<file path="config.mk">
export PLATFORM = sky130hd
export DESIGN_NAME = corelet_seq
export DESIGN_NICKNAME = d
export VERILOG_FILES = /design/src/rtl/corelet_seq.sv
export SDC_FILE = /design/constraint.sdc
export NUM_CORES = 1
export LEC_CHECK = 0
export CORE_MARGIN = 2
export CORE_UTILIZATION = 31
export DETAILED_ROUTE_END_ITERATION = 7
export SLEW_MARGIN = 20
export SYNTH_ARGS = -nofsm -noshare
export SYNTH_HDL_FRONTEND = slang
export SYNTH_SLANG_ARGS = --single-unit
</file>
<file path="constraint.sdc">
create_clock -name clk -period 13.4 [get_ports clk]
set_clock_uncertainty 0.05 [all_clocks]
set_input_delay 1.34 -clock clk [delete_from_list [all_inputs] [get_ports clk]]
set_output_delay 1.34 -clock clk [all_outputs]
set_load 0.05 [all_outputs]
</file>
<file path="src/rtl/corelet_seq.sv">
// corelet_seq: self-sequencing WS/OS control path for one core, with a
// saturating per-column psum accumulator bank and optional ReLU on the result.
module corelet_seq #(
   parameter int unsigned row     = 8,
   parameter int unsigned col     = 8,
   parameter int unsigned psum_bw = 16,
   parameter int unsigned cnt_w   = 10
) (
   input  logic                   clk,
   input  logic                   reset,
   input  logic                   start,
   input  logic                   os_mode,
   input  logic                   relu_en,
   input  logic [cnt_w-1:0]       n_load,
   input  logic [cnt_w-1:0]       n_exec,
   input  logic [3:0]             n_pass,
   input  logic                   l0_ready,
   input  logic                   ififo_ready,
   input  logic                   ofifo_valid,
   input  logic [col*psum_bw-1:0] psum_in,
   output logic                   l0_rd,
   output logic                   ififo_rd,
   output logic                   load,
   output logic                   execute,
   output logic                   ofifo_rd,
   output logic                   busy,
   output logic                   done,
   output logic [col*psum_bw-1:0] out,
   output logic                   out_valid,
   output logic                   err_ovf
);

   localparam int unsigned      AW       = psum_bw + 1;
   localparam logic [cnt_w-1:0] GAP_LAST = cnt_w'(row + col - 2);
   localparam logic [cnt_w-1:0] ROW_CNT  = cnt_w'(row);
   localparam logic [cnt_w-1:0] ONE      = cnt_w'(1);

   typedef enum logic [2:0] {S_IDLE, S_LOAD, S_GAP, S_EXEC, S_DRAIN, S_OUT} state_t;

   state_t                      state_q, state_d;
   logic [cnt_w-1:0]            cnt_q, cnt_d;
   logic [cnt_w-1:0]            n_load_q, n_load_d, n_exec_q, n_exec_d;
   logic [3:0]                  n_pass_q, n_pass_d, pass_q, pass_d;
   logic                        os_q, os_d, relu_q, relu_d;
   logic                        err_q, err_d, busy_q, busy_d, done_q, done_d;
   logic [col-1:0][psum_bw-1:0] acc_q, acc_d, out_q, out_d;
   logic [col-1:0][AW-1:0]      sum_c;

   logic                        idle_c, c_os, more_pass_c, phase_end_c, pass_end_c;
   logic [cnt_w-1:0]            c_nload, c_nexec, drain_tgt_c;
   logic [3:0]                  c_npass, pass_last_c;
   state_t                      pass_start_st_c, after_pass_st_c, after_exec_st_c;

   // In IDLE the job is described by the live inputs, afterwards by the latched copy.
   always_comb begin
      idle_c          = (state_q == S_IDLE);
      c_os            = idle_c ? os_mode : os_q;
      c_nload         = idle_c ? n_load  : n_load_q;
      c_nexec         = idle_c ? n_exec  : n_exec_q;
      c_npass         = idle_c ? n_pass  : n_pass_q;
      pass_last_c     = (c_npass == 4'd0) ? 4'd0 : c_npass - 4'd1;
      more_pass_c     = (pass_q < pass_last_c);
      drain_tgt_c     = c_os ? ROW_CNT : c_nexec;
      // Empty phases are skipped so that zero-length LOAD/EXEC/DRAIN cost no cycles.
      pass_start_st_c = c_os ? ((c_nexec == '0) ? S_DRAIN : S_EXEC)
                             : ((c_nload == '0) ? S_GAP   : S_LOAD);
      after_pass_st_c = more_pass_c ? pass_start_st_c : S_OUT;
      after_exec_st_c = (!c_os && c_nexec == '0) ? after_pass_st_c : S_DRAIN;
   end

   // State register.
   always_ff @(posedge clk or posedge reset) begin
      if (reset) state_q <= S_IDLE;
      else       state_q <= state_d;
   end

   // Next-state logic.
   always_comb begin
      state_d     = state_q;
      phase_end_c = 1'b0;
      pass_end_c  = 1'b0;
      unique case (state_q)
         S_IDLE: if (start) begin
            state_d     = pass_start_st_c;
            phase_end_c = 1'b1;
         end
         S_LOAD: if (load && cnt_q == c_nload - ONE) begin
            state_d     = S_GAP;
            phase_end_c = 1'b1;
         end
         S_GAP: if (cnt_q == GAP_LAST) begin
            state_d     = (c_nexec == '0) ? after_exec_st_c : S_EXEC;
            phase_end_c = 1'b1;
            pass_end_c  = (c_nexec == '0);
         end
         S_EXEC: if (execute && cnt_q == c_nexec - ONE) begin
            state_d     = S_DRAIN;
            phase_end_c = 1'b1;
         end
         S_DRAIN: if (ofifo_rd && cnt_q == drain_tgt_c - ONE) begin
            state_d     = after_pass_st_c;
            phase_end_c = 1'b1;
            pass_end_c  = 1'b1;
         end
         S_OUT:   state_d = S_IDLE;
         default: state_d = S_IDLE;
      endcase
   end

   // Strobe decode: combinational from registered state for zero-bubble issue.
   always_comb begin
      load     = 1'b0;
      l0_rd    = 1'b0;
      execute  = 1'b0;
      ififo_rd = 1'b0;
      ofifo_rd = 1'b0;
      case (state_q)
         S_LOAD: begin
            load  = l0_ready;
            l0_rd = l0_ready;
         end
         S_EXEC: begin
            execute  = l0_ready & (ififo_ready | ~os_q);
            l0_rd    = execute;
            ififo_rd = execute & os_q;
         end
         S_DRAIN: ofifo_rd = ofifo_valid;
         default: ;
      endcase
   end

   // Counters, config latch, accumulator bank and registered outputs.
   always_comb begin
      cnt_d    = cnt_q;
      pass_d   = pass_q;
      os_d     = os_q;
      relu_d   = relu_q;
      n_load_d = n_load_q;
      n_exec_d = n_exec_q;
      n_pass_d = n_pass_q;
      err_d    = err_q;
      acc_d    = acc_q;
      sum_c    = '0;

      if (phase_end_c)
         cnt_d = '0;
      else if (load | execute | ofifo_rd | (state_q == S_GAP))
         cnt_d = cnt_q + ONE;

      if (idle_c && start) begin
         os_d     = os_mode;
         relu_d   = relu_en;
         n_load_d = n_load;
         n_exec_d = n_exec;
         n_pass_d = n_pass;
         pass_d   = '0;
         err_d    = 1'b0;
         acc_d    = '0;
      end

      if (pass_end_c && more_pass_c)
         pass_d = pass_q + 4'd1;

      for (int c = 0; c < col; c++) begin
         sum_c[c] = {acc_q[c][psum_bw-1], acc_q[c]}
                  + {psum_in[c*psum_bw + psum_bw - 1], psum_in[c*psum_bw +: psum_bw]};
         if (ofifo_rd) begin
            if (sum_c[c][AW-1] != sum_c[c][AW-2]) begin
               acc_d[c] = sum_c[c][AW-1] ? {1'b1, {(psum_bw-1){1'b0}}}
                                         : {1'b0, {(psum_bw-1){1'b1}}};
               err_d    = 1'b1;
            end else begin
               acc_d[c] = sum_c[c][psum_bw-1:0];
            end
         end
      end

      busy_d = (state_d != S_IDLE);
      done_d = (state_d == S_OUT);
      for (int c = 0; c < col; c++)
         out_d[c] = (done_d && !(relu_q && acc_d[c][psum_bw-1])) ? acc_d[c] : '0;
   end

   always_ff @(posedge clk or posedge reset) begin
      if (reset) begin
         cnt_q    <= '0;
         pass_q   <= '0;
         os_q     <= 1'b0;
         relu_q   <= 1'b0;
         n_load_q <= '0;
         n_exec_q <= '0;
         n_pass_q <= '0;
         err_q    <= 1'b0;
         busy_q   <= 1'b0;
         done_q   <= 1'b0;
         acc_q    <= '0;
         out_q    <= '0;
      end else begin
         cnt_q    <= cnt_d;
         pass_q   <= pass_d;
         os_q     <= os_d;
         relu_q   <= relu_d;
         n_load_q <= n_load_d;
         n_exec_q <= n_exec_d;
         n_pass_q <= n_pass_d;
         err_q    <= err_d;
         busy_q   <= busy_d;
         done_q   <= done_d;
         acc_q    <= acc_d;
         out_q    <= out_d;
      end
   end

   assign busy      = busy_q;
   assign done      = done_q;
   assign out_valid = done_q;
   assign out       = out_q;
   assign err_ovf   = err_q;

endmodule
</file>
==> flow_summary_export.csv, run 1 <==
group,metric,value,unit
clocking,clock_insertion_delay_worst_skew,570,ps
logic_synthesis,postSynthNetCount,2270,
timing,hold_ws,444,ps
floorplanning,floorplan.initialDensity,31.1,%
logic_synthesis,synth_async_sr_flop_share,100,%
logic_synthesis,yosysTopAreaCell,"sky130_fd_sc_hd__dfrtp_1",
power_and_ir_drop,power.ir.vdd_worst,0.0710,mV
routing,post-route-drc-count,0,
global_routing,globalRouteOverflowTotal,0,
setup_path,end_kind,"flop",
hold_path,holdPathEnd,"acc_q[108]",
setup_path,criticalPathCategory,"in2reg",
global_routing,grt_start_max_net_pins,93,
clocking,clock_buffers_created_by_tritoncts,39,
cells_and_area,final_design_area_no_fill,24200,um2
setup_path,crit_slowest_cell,"sky130_fd_sc_hd__a221oi_1",
logic_synthesis,synth_cell_type_count,82,
floorplanning,die_area,63700,um2
floorplanning,io_pins,297,
clocking,cts.repair.resized,0,
timing,setup_ws,7800,ps
setup_path,worstPathMaxFanout,10,
hold_path,min-delay-path-class,"reg2reg",
place,finalWeightedCongestion,0.905,
place,port-buffer-count,296,
cells_and_area,area_growth,26.6,%
place,placed_cell_area,22800,um2
timing,max_clock_freq,178,MHz
logic_synthesis,synthFlopType,"sky130_fd_sc_hd__dfrtp_1",
routing,routed_wl_per_cell,19.4,um
power_and_ir_drop,power.leakage,10.6,nW
logic_synthesis,synth.cell_area,19100,um2
timing,layout_min_cycle_time,5600,ps
timing,finalSetupViolCount,0,
global_routing,grt_pass1_vias,16300,
clocking,tritoncts_clock_tree,"built",
setup_path,worst-r2r-setup-slack,7830,ps
clocking,cts_hold_buf,0,
logic_synthesis,post_synth_main_area_contributors,"sky130_fd_sc_hd__dfrtp_1, sky130_fd_sc_hd__ha_1, sky130_fd_sc_hd__nor2b_1",
routing,antenna_left,0,
timing,timing_worst_slew_pin_value,1160,ps
routing,dr.pass1.iters,5,
cells_and_area,design.final.nets,2540,
routing,route.detailed.vias_per_inst,5.25,
logic_synthesis,post_synthesis_cells,1965,
place,numPlacedInstances,2984,
global_routing,grt.total_usage,18.5,%
clocking,post_cts_buffers,0,
cells_and_area,postLayoutCoreUtil,39.4,%
routing,detail_route.wirelength,59500,um
logic_synthesis,yosys_reg_bits,302,
logic_synthesis,synth_warnings,0,
place,dp_worst_setup_slack,7210,ps
cells_and_area,post_route_cells_drive_above_1_share,6.14,%
floorplanning,floorplan.die.width,252,um
routing,routed-via-count,16100,
hold_path,hold_start,"acc_q[108]",
setup_path,timing.critical_path.slowest_cell_delay,940,ps
floorplanning,placement_rows,91,
place,place_hpwl,42800,um
status,outcome,"complete, no violations",
timing,hold_viol_final,0,
global_routing,first_pass_grt_wire_length,92200,um
clocking,htreeDepth,2,
setup_path,worst-r2r-cell-count,16,
logic_synthesis,synth.avg_cell_area,9.73,um2
logic_synthesis,synth.top_cell.area_share,39.5,%
logic_synthesis,dominant_cell_by_count_in_the_synthesized_netlist,"sky130_fd_sc_hd__dfrtp_1",
run,max_cap_violations,0,
cells_and_area,final_cells,3062,
clocking,tritoncts_num_sinks,302,
logic_synthesis,synth_top_cells_by_count,"sky130_fd_sc_hd__dfrtp_1, sky130_fd_sc_hd__nor2b_1, sky130_fd_sc_hd__o21ai_0, sky130_fd_sc_hd__ha_1, sky130_fd_sc_hd__nor2_1",
timing,finalCritPeriodShare,41.8,%
routing,detail_route.iter0.violations,1008,
setup_path,reg2reg_to,"out[127]",
clocking,clock_tree.buffer_depth,3,
timing,final.setup.tns,0,ps
setup_path,worstPathCellList,"clkdlybuf4s50_1, nor2_1, a21oi_1, nor3b_1, a211oi_1, a31o_2, ha_1, o211a_1, a221oi_1, a31oi_1, o22ai_1, o211ai_1, o22ai_4, or2_1, nor2b_1",
setup_path,kind_of_launch_point_of_the_worst_setup_path,"input port",
cells_and_area,fillerInstances,5957,
power_and_ir_drop,design_power_total,2.83,mW
floorplanning,floorplan.core_area,61400,um2
global_routing,grt_antenna_before_repair,14,
logic_synthesis,synth.yosys.seq_area_share,39.5,%
logic_synthesis,synth_edf_count,0,
timing,timing.final.max_slew_violations,0,
setup_path,worst_r2r_startpoint,"state_q[2]",
clocking,worst_setup_hold_path_clk_slew,50,ps
timing,worst_slew_margin_rel,22.9,%
setup_path,arrival,5960,ps
hold_path,holdPathStages,2,
power_and_ir_drop,powerDensity,117,nW/um2
timing,grt_setup_unrepaired,"no",
clocking,cts-root-buf,"sky130_fd_sc_hd__clkbuf_16",
setup_path,worst_ep_required_time,13760,ps
floorplanning,die-height,252,um
==> cell type report <==
type / count / area, um2 / share of cell area, %
Antenna cell: 8 / 20.0 / 0.0827
Clock buffer: 53 / 1140 / 4.70
Clock inverter: 17 / 221 / 0.915
Inverter: 53 / 206 / 0.853
Multi-Input combinational cell: 1533 / 11000 / 45.6
Sequential cell: 302 / 7560 / 31.2
Tap cell: 790 / 988 / 4.08
Timing Repair Buffer: 306 / 3040 / 12.6
==> per-layer routing <==
layer  GRT usage, %  up-vias  routed length [um]
li1               -     7704                   -
met1           24.1     7814               26600
met2           29.7      435               27100
met5              0        -                  87
met4           5.83       12                1640
met3           5.17       98                4020
==> cells in the final DEF (no fill, tap or decap), types with 27 or more instances in the layout <==
cell | Yosys | final
sky130_fd_sc_hd__o21ai_0 | 148 | 148
sky130_fd_sc_hd__dfrtp_1 | 302 | 302
sky130_fd_sc_hd__nand2_1 | 110 | 110
sky130_fd_sc_hd__ha_1 | 137 | 137
sky130_fd_sc_hd__nor3_1 | 41 | 41
sky130_fd_sc_hd__maj3_1 | 30 | 30
sky130_fd_sc_hd__a21o_1 | 44 | 44
sky130_fd_sc_hd__inv_1 | 52 | 50
sky130_fd_sc_hd__xor2_1 | 49 | 49
sky130_fd_sc_hd__nand3_1 | 33 | 32
sky130_fd_sc_hd__nor2b_1 | 153 | 153
sky130_fd_sc_hd__a21oi_1 | 101 | 101
sky130_fd_sc_hd__a22o_1 | 54 | 54
sky130_fd_sc_hd__mux2i_1 | 27 | 27
sky130_fd_sc_hd__xnor2_1 | 93 | 93
sky130_fd_sc_hd__clkbuf_16 | 0 | 39
sky130_fd_sc_hd__clkdlybuf4s50_1 | 0 | 296
sky130_fd_sc_hd__nor2_1 | 118 | 117
sky130_fd_sc_hd__a221o_1 | 28 | 28
==> state kept, by name (all words and copies together), names as in the netlist <==
register  count
os_q          1
state_q       3
n_pass_q      4
err_ovf       1
acc_q       128
busy          1
cnt_q        10
n_exec_q     10
pass_q        4
n_load_q     10
done          1
relu_q        1
out         128
==> worst max-delay path, delay by kind of cell <==
family / cells / cell delay (ps)
adder cells (fa/ha/maj): 1 / 220
AO/OA/AOI/OAI: 9 / 2910
buffers and inverters: 1 / 530
AND/OR/NAND/NOR: 4 / 920
==> worst max path at each step <==
stage                    start       end  slack (ps)  cells after the start
global placement     n_pass[1]   out[15]        6990                     15
floorplan                reset  acc_q[0]        3660                      1
detailed placement   n_pass[1]  out[127]        7210                     15
CTS                 state_q[2]  out[127]        7800                     14
finish               n_pass[0]  out[127]        7800                     15
global route        state_q[2]  out[127]        7450                     16
==> power by group <==
| part | internal, mW | leakage [nW] | switching (mW) |
|---|---|---|---|
| logic | 0.304 | 5.77 | 0.354 |
| registers | 0.964 | 4.15 | 0.103 |
| clock network | 0.675 | 0.673 | 0.432 |
==> cells by family (layout without fill, tap and decap cells) <==
logic type                 after synthesis  count (layout)  share of synthesized area [%]
AOI/OAI and AO/OA                      554             554                           19.7
xor gates and xnor gates               144             144                           6.74
adders and majority gates              175             175                           11.4
buffers and inverters                  130             429                           2.85
DFF                                    302             302                           39.5
muxes                                   53              53                           2.95
other                                    0               8                              0
and+or+nand+nor                        607             607                           16.9
No activity file was read; power rests on OpenSTA's default activity.
==> run 2, diff against run 1 <==
- clock period: 13.4 -> 5.65 ns (I/O delays scaled with it)
==> flow_summary_export.csv, run 2 (synthesized netlist as in run 1, its figures left out) <==
group,metric,value,unit
cells_and_area,design.final.nets,2556,
setup_path,worstPathCellList,"nor3_4, buf_4, mux2i_1, nand2b_1, ha_1, nor3b_1, mux2i_1, mux2i_1, and4_1, nand2_1, and4b_1, a21oi_1, o22ai_4, buf_4, a21o_1, nor2b_1",
routing,route.detailed.vias_per_inst,5.29,
setup_path,criticalPathCategory,"reg2reg",
power_and_ir_drop,design_power_total,6.72,mW
clocking,cts.repair.resized,0,
timing,finalCritPeriodShare,84.4,%
clocking,clock_buffers_created_by_tritoncts,39,
hold_path,holdPathEnd,"acc_q[108]",
floorplanning,die-height,252,um
setup_path,end_kind,"flop",
clocking,worst_setup_hold_path_clk_slew,60,ps
setup_path,kind_of_launch_point_of_the_worst_setup_path,"flop",
timing,grt_setup_unrepaired,"no",
routing,routed-via-count,16200,
global_routing,grt.total_usage,18.4,%
place,finalWeightedCongestion,0.917,
status,outcome,"complete, no violations",
cells_and_area,multiInputGateArea,11000,um2
setup_path,worst_ep_required_time,6030,ps
cells_and_area,fillerInstances,5960,
place,port-buffer-count,296,
timing,timing_worst_slew_pin_value,899,ps
setup_path,crit_family,"simple AND/OR/NAND/NOR gates",
hold_path,hold_start,"acc_q[108]",
timing,layout_min_cycle_time,4770,ps
clocking,cts_hold_buf,0,
place,numPlacedInstances,3000,
global_routing,first_pass_grt_wire_length,92600,um
setup_path,worst-r2r-cell-count,16,
routing,routed_wl_per_cell,19.3,um
cells_and_area,area_growth,27.2,%
cells_and_area,layout.area.seq,7560,um2
clocking,clock_insertion_delay_worst_skew,570,ps
setup_path,worst_r2r_startpoint,"state_q[2]",
cells_and_area,layout.cells.most_common_list,"sky130_fd_sc_hd__dfrtp_1, sky130_fd_sc_hd__clkdlybuf4s50_1, sky130_fd_sc_hd__nor2b_1",
power_and_ir_drop,power.leakage,10.6,nW
hold_path,min-delay-path-class,"reg2reg",
cells_and_area,final_cells,3072,
timing,worst_slew_margin_rel,39.6,%
global_routing,grt_antenna_before_repair,11,
setup_path,worstPathMaxFanout,26,
routing,detail_route.iter0.violations,1029,
setup_path,timing.critical_path.mode_cell,"sky130_fd_sc_hd__mux2i_1",
global_routing,globalRouteOverflowTotal,0,
setup_path,timing.critical_path.slowest_cell_delay,520,ps
cells_and_area,post_route_cells_drive_above_1_share,6.63,%
setup_path,crit_slowest_cell,"sky130_fd_sc_hd__dfrtp_1",
floorplanning,floorplan.core_area,61400,um2
global_routing,grt_start_max_net_pins,94,
timing,max_clock_freq,210,MHz
floorplanning,floorplan.initialDensity,31.1,%
routing,dr.pass1.iters,5,
cells_and_area,layout_commonest_cell,"sky130_fd_sc_hd__dfrtp_1",
hold_path,holdPathStages,2,
routing,detail_route.wirelength,59400,um
clocking,tritoncts_num_sinks,302,
global_routing,grt_pass1_vias,16500,
clocking,tritoncts_clock_tree,"built",
timing,hold_viol_final,0,
timing,final.setup.tns,0,ps
setup_path,reg2reg_to,"out[39]",
routing,antenna_left,0,
power_and_ir_drop,power.ir.vdd_worst,0.183,mV
floorplanning,io_pins,297,
power_and_ir_drop,powerDensity,276,nW/um2
floorplanning,die_area,63700,um2
routing,post-route-drc-count,0,
place,place_hpwl,43400,um
clocking,post_cts_buffers,0,
setup_path,critical_path_buf_inv_count,2,
clocking,htreeDepth,2,
run,max_cap_violations,0,
setup_path,worst-r2r-setup-slack,880,ps
setup_path,arrival,5150,ps
floorplanning,placement_rows,91,
floorplanning,floorplan.die.width,252,um
clocking,clock_tree.buffer_depth,3,
timing,finalSetupViolCount,0,
timing,timing.final.max_slew_violations,0,
clocking,cts-root-buf,"sky130_fd_sc_hd__clkbuf_16",
[run 2: changes by cell type in the layout (fill, tap and decap cells not counted), moves of 2 or more]
cell and change:
sky130_fd_sc_hd__clkinvlp_4 +4, sky130_fd_sc_hd__clkinv_4 -3, sky130_fd_sc_hd__buf_12 +4, sky130_fd_sc_hd__clkinv_2 -2, sky130_fd_sc_hd__diode_2 -4, sky130_fd_sc_hd__clkbuf_8 -3, sky130_fd_sc_hd__clkbuf_1 +2, sky130_fd_sc_hd__buf_4 +13
[run 2: where the power goes]
group          internal (mW)  switching [mW]  leakage (nW)
sequential              2.29           0.238          4.15
combinational          0.742           0.862          5.85
clock                   1.56            1.03         0.639
total                   4.59            2.13          10.6
[run 2: final cells by class]
cell class | count | area share, %
clock inverter | 16 | 0.890
antenna | 4 | 0.0412
inverter | 53 | 0.834
clock buffer | 52 | 4.54
tap | 790 | 4.06
sequential | 302 | 31.1
multi-input combinational | 1533 | 45.4
timing repair buffer | 322 | 13.2
[run 2: per-stage QoR]
stage | setup slack (ps) | cell area [um2] | utilization [%] | hold WS, ps
2_1_floorplan | 1020 | 19100 | - | 406
4_1_cts | 890 | 24300 | 39.6 | 449
5_1_grt | 477 | 24300 | 39.6 | 474
3_3_place_gp | 1110 | 23000 | 37.5 | 432
6_report | 880 | 24300 | 39.6 | 444
3_5_place_dp | 897 | 23000 | 37.5 | 434
[run 2: layer usage]
metal / vias to the layer above / part of all wire (%) / GRT usage (%)
li1: 7732 / - / -
met1: 7922 / 45 / 24.4
met2: 472 / 45 / 29.2
met3: 110 / 6.6 / 4.68
met4: 12 / 3.1 / 6.42
met5: - / 0.12 / 0
[run 2: worst max-delay path by stage]
stage / to / slack (ps) / depth (start not counted) / startpoint
after CTS: out[32] / 890 / 16 / state_q[2]
final: out[39] / 880 / 16 / state_q[2]
after global placement: out[51] / 1110 / 16 / state_q[2]
after detailed placement: out[33] / 900 / 16 / state_q[2]
after floorplan: acc_q[0] / 1020 / 1 / reset
after global routing: out[44] / 480 / 15 / state_q[0]
[run 2: tightest hold or removal path, delay by kind of cell (launching register included)]
| kind | cells | cell delay (ps) |
|---|---|---|
| flops | 1 | 340 |
| simple gates | 2 | 120 |
==> run 3, diff against run 2 <==
- clock period: 5.65 -> 4.6 ns (I/O delays scaled with it)
==> flow_summary_export.csv, run 3 (synthesized netlist as in run 1, its figures left out) <==
group,metric,value,unit
cells_and_area,design.final.nets,2577,
power_and_ir_drop,power.leakage,10.8,nW
floorplanning,io_pins,297,
routing,total_length_of_routed_met2_wires,26300,um
run,max_cap_violations,0,
power_and_ir_drop,powerDensity,335,nW/um2
power_and_ir_drop,switching_share,31.6,%
power_and_ir_drop,p_int,5.63,mW
timing,timing.final.max_slew_violations,0,
floorplanning,floorplan.die.width,252,um
cells_and_area,final_design_area_no_fill,24600,um2
timing,grt_setup_unrepaired,"no",
setup_path,timing.critical_path.slowest_cell_delay,500,ps
clocking,worst_setup_hold_path_clk_slew,60,ps
floorplanning,die_area,63700,um2
setup_path,arrival,4810,ps
global_routing,grt_antenna_before_repair,12,
floorplanning,floorplan.initialDensity,31.1,%
cells_and_area,layout_commonest_cell,"sky130_fd_sc_hd__dfrtp_1",
clocking,tritoncts_num_sinks,302,
routing,detail_route.iter0.violations,917,
setup_path,worst_r2r_startpoint,"state_q[1]",
routing,routed-via-count,16200,
setup_path,kind_of_launch_point_of_the_worst_setup_path,"flop",
clocking,clock_insertion_delay_worst_skew,580,ps
setup_path,end_kind,"flop",
timing,hold_viol_final,0,
global_routing,grt_pass1_vias,16300,
routing,wl_met1,25700,um
setup_path,worstPathMaxFanout,18,
global_routing,globalRouteOverflowTotal,0,
power_and_ir_drop,switching_power,2.60,mW
clocking,tritoncts_clock_tree,"built",
timing,finalSetupViolCount,0,
timing,timing_worst_slew_pin_value,799,ps
place,port-buffer-count,296,
hold_path,min-delay-path-class,"in2async",
routing,dr.pass1.iters,7,
setup_path,crit_slowest_cell,"sky130_fd_sc_hd__dfrtp_1",
setup_path,worstSetupPathDepth,17,
setup_path,worst_setup_path_startpoint,"state_q[1]",
clocking,htreeDepth,2,
routing,post-route-drc-count,0,
setup_path,worstPathCellList,"nor3_4, buf_12, mux2i_1, nand2b_1, ha_1, nor3b_1, mux2i_1, mux2i_1, and4_1, nand2_1, and4b_1, and3_1, o22ai_4, buf_4, a21o_1, buf_12, a31oi_1",
cells_and_area,postLayoutCoreUtil,40.0,%
place,place_hpwl,43200,um
global_routing,first_pass_grt_wire_length,91200,um
floorplanning,floorplan.core_area,61400,um2
setup_path,crit_family,"simple AND/OR/NAND/NOR gates",
power_and_ir_drop,p_clk_share,38.2,%
timing,final.setup.tns,0,ps
setup_path,worst-r2r-setup-slack,220,ps
floorplanning,die-height,252,um
power_and_ir_drop,p_comb_share,24.2,%
routing,routed_wl_per_cell,19.0,um
cells_and_area,area_growth,28.5,%
cells_and_area,layout.cells.most_common_list,"sky130_fd_sc_hd__dfrtp_1, sky130_fd_sc_hd__clkdlybuf4s50_1, sky130_fd_sc_hd__nor2b_1",
power_and_ir_drop,pwr-share-seq,37.6,%
place,finalWeightedCongestion,0.931,
setup_path,timing.critical_path.mode_cell,"sky130_fd_sc_hd__mux2i_1",
place,placed_cell_area,23200,um2
setup_path,worst-r2r-cell-count,17,
timing,finalCritPeriodShare,95.2,%
timing,max_clock_freq,228,MHz
clocking,clock_buffers_created_by_tritoncts,39,
floorplanning,placement_rows,91,
setup_path,criticalPathCategory,"reg2reg",
routing,route.detailed.vias_per_inst,5.25,
setup_path,worst_ep_required_time,5030,ps
routing,antenna_left,0,
timing,worst_slew_margin_rel,46.3,%
global_routing,grt_start_max_net_pins,107,
routing,highest-signal-layer,"met5",
clocking,post_cts_buffers,0,
global_routing,grt.total_usage,18.2,%
clocking,cts-root-buf,"sky130_fd_sc_hd__clkbuf_16",
setup_path,critical_path_buf_inv_count,3,
clocking,cts_hold_buf,0,
power_and_ir_drop,power.ir.vdd_worst,0.270,mV
routing,wl_met3,4490,um
routing,detail_route.wirelength,58600,um
setup_path,reg2reg_to,"out[43]",
clocking,clock_tree.buffer_depth,3,
clocking,cts.repair.resized,0,
cells_and_area,fillerInstances,5941,
setup_path,setup.worst_path.end,"out[43]",
timing,layout_min_cycle_time,4380,ps
status,outcome,"complete, no violations",
cells_and_area,post_route_cells_drive_above_1_share,7.48,%
-- run 3: cell types whose count changed in the layout (fill, tap and decap cells not counted) --
cell	change
sky130_fd_sc_hd__buf_4	+14
sky130_fd_sc_hd__buf_12	+7
sky130_fd_sc_hd__clkbuf_8	-6
sky130_fd_sc_hd__clkinv_2	+3
sky130_fd_sc_hd__clkinv_4	+2
sky130_fd_sc_hd__a21oi_1	-1
sky130_fd_sc_hd__a21oi_2	+1
sky130_fd_sc_hd__bufinv_16	+1
sky130_fd_sc_hd__clkinv_16	+1
sky130_fd_sc_hd__clkinv_8	-1
sky130_fd_sc_hd__clkinvlp_4	-1
sky130_fd_sc_hd__diode_2	+1
-- run 3: final cells by class --
type                    instances  area [um2]  share of cell area, %
inverters                      53         203                  0.825
clock inverters                21         285                   1.16
diodes                          5        12.5                 0.0510
repair buffers                343        3450                   14.1
multi-input cells            1533       11000                   44.9
flip-flops and latches        302        7560                   30.8
well taps                     790         988                   4.03
clock buffers                  46        1020                   4.16
-- run 3: how the worst min path moves through the flow --
stage               startpoint          end  slack (ps)  cells after the start
CTS                      reset  n_exec_q[7]         280                      2
detailed placement  acc_q[108]   acc_q[108]         430                      2
global placement    acc_q[108]   acc_q[108]         430                      2
finish                   reset  n_exec_q[7]         280                      2
floorplan           acc_q[108]   acc_q[108]         410                      2
global route             reset  n_exec_q[7]         340                      2
-- run 3: routing by layer --
metal	vias to the layer above	global-route usage [%]
li1	7772	-
met1	7842	23.6
met2	487	28.7
met3	119	5.06
met4	14	7.12
met5	-	0
-- run 3: per-stage QoR --
stage	std cells	hold WS [ps]	total power, mW	worst slack (ps)
floorplan	1965	406	4.45	75.0
global placement	3021	432	5.07	298
detailed placement	3021	431	5.10	264
finish	3093	282	8.23	221
CTS	3088	276	8.31	278
global route	3091	338	8.66	16.9
-- run 3: power by group through the flow --
stage / clock network (mW) / logic [mW] / registers [mW]
after floorplan: 0 / 1.48 / 2.97
after global placement: 0 / 1.95 / 3.12
after detailed placement: 0 / 1.97 / 3.13
after CTS: 3.25 / 1.98 / 3.08
after global routing: 3.34 / 2.20 / 3.12
final: 3.15 / 1.99 / 3.09
